**src/rtl/btn_conditioner.sv**
```systemverilog
// Push-button conditioner: sync, debounce, press strobe plus auto-repeat per button.
// Build option: define BTNCOND_ACTIVE_LOW_EN for active-low button pins.

module btn_lane #(
    parameter int DEB_CYCLES = 250000,
    parameter int RATE_DIV   = 100000
) (
    input  logic clk,
    input  logic rstn,
    input  logic raw,
    input  logic conflict,
    output logic state,
    output logic stb
);
    localparam int DW = $clog2(DEB_CYCLES);
    localparam int RW = $clog2(RATE_DIV);

    logic [1:0]    sync;
    logic [DW-1:0] deb_cnt, deb_cnt_nxt;
    logic [RW-1:0] rep_cnt;
    logic          state_nxt;
    logic          state_d;

    always_ff @(posedge clk or negedge rstn) begin
        if (!rstn) sync <= '0;
        else       sync <= {sync[0], raw};
    end

    always_comb begin
        state_nxt   = state;
        deb_cnt_nxt = '0;
        if (sync[1] != state) begin
            if (deb_cnt == DW'(DEB_CYCLES - 1)) state_nxt = sync[1];
            else                                deb_cnt_nxt = deb_cnt + DW'(1);
        end
    end

    always_ff @(posedge clk or negedge rstn) begin
        if (!rstn) begin
            deb_cnt <= '0;
            state   <= 1'b0;
            state_d <= 1'b0;
        end else begin
            deb_cnt <= deb_cnt_nxt;
            state   <= state_nxt;
            state_d <= state;
        end
    end

    // A release being accepted this edge also kills the strobe, so none lands with the fall.
    always_ff @(posedge clk or negedge rstn) begin
        if (!rstn) begin
            rep_cnt <= '0;
            stb     <= 1'b0;
        end else if (!state || !state_nxt || conflict) begin
            rep_cnt <= '0;
            stb     <= 1'b0;
        end else if (!state_d) begin
            rep_cnt <= '0;
            stb     <= 1'b1;
        end else if (rep_cnt == RW'(RATE_DIV - 1)) begin
            rep_cnt <= '0;
            stb     <= 1'b1;
        end else begin
            rep_cnt <= rep_cnt + RW'(1);
            stb     <= 1'b0;
        end
    end
endmodule

module btn_conditioner #(
    parameter int DEB_CYCLES = 250000,
    parameter int RATE_DIV   = 100000
) (
    input  logic       clk,
    input  logic       rstn,
    input  logic [3:0] btn_raw,
    output logic [3:0] btn_state,
    output logic       ply1_up,
    output logic       ply1_down,
    output logic       ply2_up,
    output logic       ply2_down
);
    localparam int NUM_LANES = 4;

    logic [NUM_LANES-1:0] raw_in;
    logic [NUM_LANES-1:0] conflict;
    logic [NUM_LANES-1:0] stb;

`ifdef BTNCOND_ACTIVE_LOW_EN
    assign raw_in = ~btn_raw;
`else
    assign raw_in = btn_raw;
`endif

    // Up and down of one player held together cancel each other.
    assign conflict = {{2{&btn_state[3:2]}}, {2{&btn_state[1:0]}}};

    for (genvar i = 0; i < NUM_LANES; i++) begin : g_lane
        btn_lane #(
            .DEB_CYCLES(DEB_CYCLES),
            .RATE_DIV  (RATE_DIV)
        ) u_lane (
            .clk     (clk),
            .rstn    (rstn),
            .raw     (raw_in[i]),
            .conflict(conflict[i]),
            .state   (btn_state[i]),
            .stb     (stb[i])
        );
    end

    assign ply1_up   = stb[0];
    assign ply1_down = stb[1];
    assign ply2_up   = stb[2];
    assign ply2_down = stb[3];
endmodule

```
**config.mk**
```make
export PLATFORM = sky130hd
export DESIGN_NAME = btn_conditioner
export DESIGN_NICKNAME = d
export VERILOG_FILES = /design/src/rtl/btn_conditioner.sv
export SDC_FILE = /design/constraint.sdc
export NUM_CORES = 1
export LEC_CHECK = 0
export ABC_AREA = 1
export BUFFER_PORTS_ARGS = -buffer_cell sky130_fd_sc_hd__buf_2
export CAP_MARGIN = 0
export CORE_MARGIN = 2
export CORE_UTILIZATION = 40
export DETAILED_ROUTE_END_ITERATION = 6
export MAX_ROUTING_LAYER = met4
export PLACE_DENSITY_LB_ADDON = 0.12
export SLEW_MARGIN = 20
export SYNTH_ARGS = -nofsm -noshare
export SYNTH_HDL_FRONTEND = slang
export SYNTH_SLANG_ARGS = --single-unit
```
**constraint.sdc**
```tcl
create_clock -name clk -period 2.7 [get_ports clk]
set_clock_uncertainty 0.05 [all_clocks]
set_input_delay 0.135 -clock clk [delete_from_list [all_inputs] [get_ports clk]]
set_output_delay 0.135 -clock clk [all_outputs]
set_load 0.1 [all_outputs]
```
; ---- Word level (Yosys, flattened, before mapping)
; Index checks and enable logic that the tools add are counted.
[op_classes]
add_sub_neg = 8
n_eq_ne = 12
mux = 40
reduce_logical = 18
[ops]
columns = operator, count
row1 = $mux 17, 12
row2 = $mux 18, 8
row3 = $add 18x1->18 const B, 4
row4 = $eq 18x18->1 const B, 4
row5 = $add 17x1->17 const B, 4
row6 = $eq 17x17->1 const B, 4
row7 = $mux 1, 20
row8 = $logic_not 1->1, 8
row9 = $logic_or 1x1->1, 8
row10 = $ne 1x1->1, 4
row11 = $reduce_and 2->1, 2
[totals]
ff_bits = 160
elab_cells = 102

; ---- Depth between registers and ports, before layout
[depth]
word_depth = 7
mapped_depth = 10
mapped_depth_nobuf = 10

; ---- Hierarchy
; A second synthesis with hierarchy kept.
[unflattened]
hier_cells = 1052
hier_area_um2 = 8538.2
[modules_own_cells]
columns = module, n_inst, cells_each, area_each_um2, seq_area_each_um2
row1 = btn_lane, 4, 262, 2130.8, 1001.0
row2 = btn_conditioner, 1, 4, 15.0, 0.0

; ---- Worst setup path after synthesis
; Ideal clock, no wire load.
[synth_timing]
path_kind = flip-flop to flip-flop
start = reg g_lane[1].u_lane.deb_cnt[0]
end = reg g_lane[1].u_lane.stb
arrival_time_ns = 1.367
required_ns = 2.515
setup_slack_ns = 1.147
path_stages_with_launch = 10
path_buffers = 1
path_cell_list = dfrtp_1 -> ha_1 -> nand3_2 -> inv_1 -> nand2_1 -> nor2_2 -> nand3_2 -> nand2_4 -> buf_6 -> a21oi_1
[synth_via]
elab_chain_cells = 7
[synth_lines]
columns = item, line_no
row1 = "start, declared", 19  ; logic [DW-1:0] deb_cnt, deb_cnt_nxt;
row2 = "start signal, assigned", 44  ; deb_cnt <= deb_cnt_nxt;
row3 = $eq 18x18->1, 33  ; if (deb_cnt == DW'(DEB_CYCLES - 1)) state_nxt = sync[1];
row4 = $mux 1, 33
row5 = $mux 1, 32  ; if (sync[1] != state) begin
row6 = $logic_not 1->1, 55  ; end else if (!state || !state_nxt || conflict) begin
row7 = $logic_or 1x1->1 (2 in a row), 55
row8 = $mux 1, 55
row9 = "end signal, assigned", 54  ; stb <= 1'b0;
row10 = "end signal, assigned", 57  ; stb <= 1'b0;
row11 = "end signal, assigned", 60  ; stb <= 1'b1;
row12 = "end, declared", 13  ; output logic stb
; Every way passes these cells.

; ---- Final worst setup path
[layout_timing]
start = reg g_lane[1].u_lane.deb_cnt[0]
end = reg g_lane[1].u_lane.deb_cnt[16]
[layout_via]
elab_chain_cells = 3
word_cells_on_any_way = 4
classes_between = add/sub (1) / eq/ne (1) / mux (2)
[layout_lines]
columns = item, line_no
row1 = $add 18x1->18 / $eq 18x18->1 (equally long branches), "34, 33"
row2 = $mux 18 (*), 33
row3 = $mux 18 (*), 32
row4 = via g_lane[1].u_lane.deb_cnt_nxt[16], 19
; Mark *: on every way through the listed nets, which the timed path passes. The rest lies on a longest branch.

==> impl_metrics.csv <==
group,metric,value,unit
status,status,"finished, final reports clean",
power,p_sw,1.03,mW
layout,final_core_utilization,45.0,%
layout,fillerInstances,2202,
logic_synthesis,synth_async_sr_flop_share,100,%
clocking,clkLatencyLatePin,430,ps
critical_path,setup_cp_type,"flip-flop to flip-flop",
layout,n_antenna_cell,0,
logic_synthesis,synth_ff_type,"dfrtp_1",
floorplan,die_w,152,um
logic_synthesis,synthCells,1168,
floorplan,die_height,152,um
sta,final_min_period_over_clock_period,65.7,%
critical_path,path_cells,"ha_1 -> nand3_2 -> inv_1 -> nand2_1 -> nor2_2 -> nand2_1 -> nand2_2 -> inv_2 -> nand2_1 -> nor2_1",
floorplan,floorplan.die_area,0.0231,mm2
layout,drive_gt1_share,8.40,%
critical_path,critical_path.slowest_cell,"dfrtp_1",
critical_path,cp.required,2950,ps
logic_synthesis,leading_cell_types_by_count_after_synthesis,"nand2_1, nor2_1, dfrtp_1",
critical_path,critPathArrivalTime,2030,ps
power,clockPowerShare,48.1,%
clocking,tritoncts.num_buffers,17,
sta,final_period_minus_worst_setup_slack,1770,ps
route,totalWireLength,18.1,mm
logic_synthesis,synthMostInstantiatedCell,"nand2_1",
place,final_hpwl_from_detailed_placement,13.0,mm
route,routedWlPerCell,12.2,um
power,cell_area_power_density,506,mW/mm2
logic_synthesis,synth_enable_flop_cells,0,
logic_synthesis,synth_warnings,0,
place,finalWeightedCongestion,0.852,
sta,timing.max_slew.rel_slack,52.5,%
sta,grt_setup_unrepaired,"no",
global_routing,first_global_vias,7030,
clocking,clock_edge_transition_at_the_registers_on_the_reported_setup_and_hold_paths,60,ps
critical_path,worstSetupStartpointType,"flip-flop",
route,detailed_router_iteration_count_before_antenna_repair,5,
floorplan,row_count,54,
sta,fin_hold_ws,249,ps
critical_path,worstSetupEndpointType,"flip-flop",
sta,tns,0,ps
flow_run,maxCapViolations,0,
layout,nets,1207,
layout,synthToLayoutAreaGrowth,11.1,%
power,share_comb_of_total_power,2.4,%
layout,final_cell_count_no_fill,1483,
critical_path,critical-path-top-cell-by-count,"nand2_1",
global_routing,number_of_antenna_violations_at_the_first_check_in_global_routing,0,
logic_synthesis,post_synth_instance_area,0.00875,mm2
route,remaining_antenna_violation_count,0,
power,design_power_total,4.92,mW
clocking,clk_buf_depth,2,
place,place_inst,1449,
sta,count_of_final_hold_check_violations,0,
power,p_sw_share,20.9,%
clocking,cts_post_setup_buffers_inserted,0,
clocking,quantity_of_hold_fixing_buffers_added_after_cts,5,
logic_synthesis,synth_top_area_share,45.8,%
power,static-leakage-power,3.96,nW
min_path,hold_class,"input port to asynchronous set/reset pin",
route,remaining_drc_errors,0,
logic_synthesis,synth_area_leaders,"dfrtp_1, nand2_1, nor2_1",
route,viasPerCell,4.75,
logic_synthesis,synth_fp_nets,1182,
clocking,post_cts_resized,0,
logic_synthesis,yosysSeqAreaShare,45.8,%
logic_synthesis,yosysUniqueCellTypes,33,
floorplan,design.core.area,0.0216,mm2
clocking,cts_tree,"built",
global_routing,track_usage,17.3,%
critical_path,critical-path-max-stage-delay,460,ps
logic_synthesis,synth-seq-cells,160,
place,place.port_buffers,13,
power,power.ir.vdd_worst,333,uV
global_routing,global_route_wire_length_before_repair,32.6,mm
sta,setup_violations,0,
global_routing,maximum_number_of_pins_on_one_net_before_global_route_repair,73,
floorplan,floorplan.initialDensity,40.5,%
sta,timing_max_transition_violations_final,0,
logic_synthesis,post-synth-top-area-cell,"dfrtp_1",
sta,upper_clock_frequency_limit,0.564,GHz
clocking,ctsHtreeMaxLevel,4,
logic_synthesis,synth.avg_cell_area,7.49,um2
power,fraction_of_power_consumed_by_sequential_logic,49.5,%
route,via_count,7039,
global_routing,globalRouteOverflowTotal,0,
power,intPower,3.89,mW
floorplan,io_pins,14,
sta,tightestPinTransition,712,ps
clocking,clock_sink_count,160,
clocking,cts.root.buffer_cell,"clkbuf_16",
critical_path,path_max_fanout,10,
route,initialDrtViolationCount,327,
cells by family after synthesis:
family,share of synthesized area (%)
fa+ha+maj,1.14
simple gates,37.2
compound gates,3.98
buf+inv,6.97
xor+xnor,4.91
flops,45.8
flip-flops by register name, summed over array words and instances, names as in the netlist:
register and count:
g_lane.u_lane.deb_cnt 72, g_lane.u_lane.rep_cnt 68, g_lane.u_lane.sync 8, g_lane.u_lane.state 4
g_lane.u_lane.state_d 4, g_lane.u_lane.stb 4
final timing paths:
check                                       startpoint                            to  slack (ps)  depth (start not counted)
setup reg to reg           g_lane[1].u_lane.deb_cnt[0]  g_lane[1].u_lane.deb_cnt[16]         930                         10
min in group clk              g_lane[0].u_lane.sync[0]      g_lane[0].u_lane.sync[1]         290                          0
max in group asynchronous                         rstn   g_lane[2].u_lane.rep_cnt[3]        1600                          3
setup / recovery           g_lane[1].u_lane.deb_cnt[0]  g_lane[1].u_lane.deb_cnt[16]         930                         10
hold reg to reg               g_lane[0].u_lane.sync[0]      g_lane[0].u_lane.sync[1]         290                          0
hold / removal                                    rstn  g_lane[1].u_lane.rep_cnt[13]         250                          2
final cells by class:
class / count / area [um2] / share of cell area [%]
Tap cell: 280 / 350 / 3.60
Clock buffer: 23 / 488 / 5.02
Sequential cell: 160 / 4000 / 41.2
Timing Repair Buffer: 22 / 164 / 1.69
Clock inverter: 6 / 82.6 / 0.849
Inverter: 133 / 499 / 5.14
Multi-Input combinational cell: 859 / 4130 / 42.5
layer usage:
| layer | part of all wire, % | GRT usage (%) | routed length (um) | vias to the layer above |
|---|---|---|---|---|
| met2 | 47 | 28.3 | 8530 | 63 |
| met1 | 49 | 22.2 | 8940 | 3234 |
| met3 | 2.5 | 3.37 | 451 | 19 |
| met5 | 0 | - | 0 | - |
| li1 | - | - | - | 3723 |
| met4 | 1.1 | 4.41 | 199 | 0 |
worst max-delay path, delay by kind of cell (launching register included):
| family | cells | cell delay [ps] |
|---|---|---|
| simple gates | 7 | 750 |
| flops | 1 | 460 |
| fa+ha+maj | 1 | 240 |
| buf+inv | 2 | 160 |
through the flow:
stage,setup slack (ps),area (um2)
global route,728,9720
global placement,976,9100
finish,926,9720
floorplan,1150,8750
detailed placement,928,9100
CTS,916,9720
cells in the final DEF (no fill, tap or decap), types with 3 or more instances in the layout:
cell           netlist  routed
nor2_2              23      23
nor3b_1              8       8
o21ai_1              5       5
nand2_1            271     271
clkbuf_16            0      17
o21ai_0             16      16
o21bai_1            11      11
a21boi_0             4       4
nor2_4               6       6
a211oi_1             4       4
buf_2                2      12
nor3_2               3       3
nand3_2              6       6
dlygate4sd3_1        0       5
ha_1                 8       8
nor2_1             251     251
clkinv_2             0       3
xor2_1              40      40
buf_4                4       3
a21oi_1             15      15
nor3_1              58      58
nand2_2              7       7
inv_2                6       6
inv_1              127     127
nand3_1             92      92
xnor2_1              9       9
nand2_4              4       4
dfrtp_1            160     160
clkbuf_8             0       4
nand4_1             11      11
power by group through the flow:
stage | Sequential, mW | Combinational [mW] | Clock [mW]
finish | 2.43 | 0.118 | 2.37
global route | 2.44 | 0.141 | 2.54
CTS | 2.43 | 0.125 | 2.43
detailed placement | 2.48 | 0.119 | 0
global placement | 2.48 | 0.118 | 0
floorplan | 2.48 | 0.0429 | 0
Note: power is estimated with default switching activity, not from simulation.
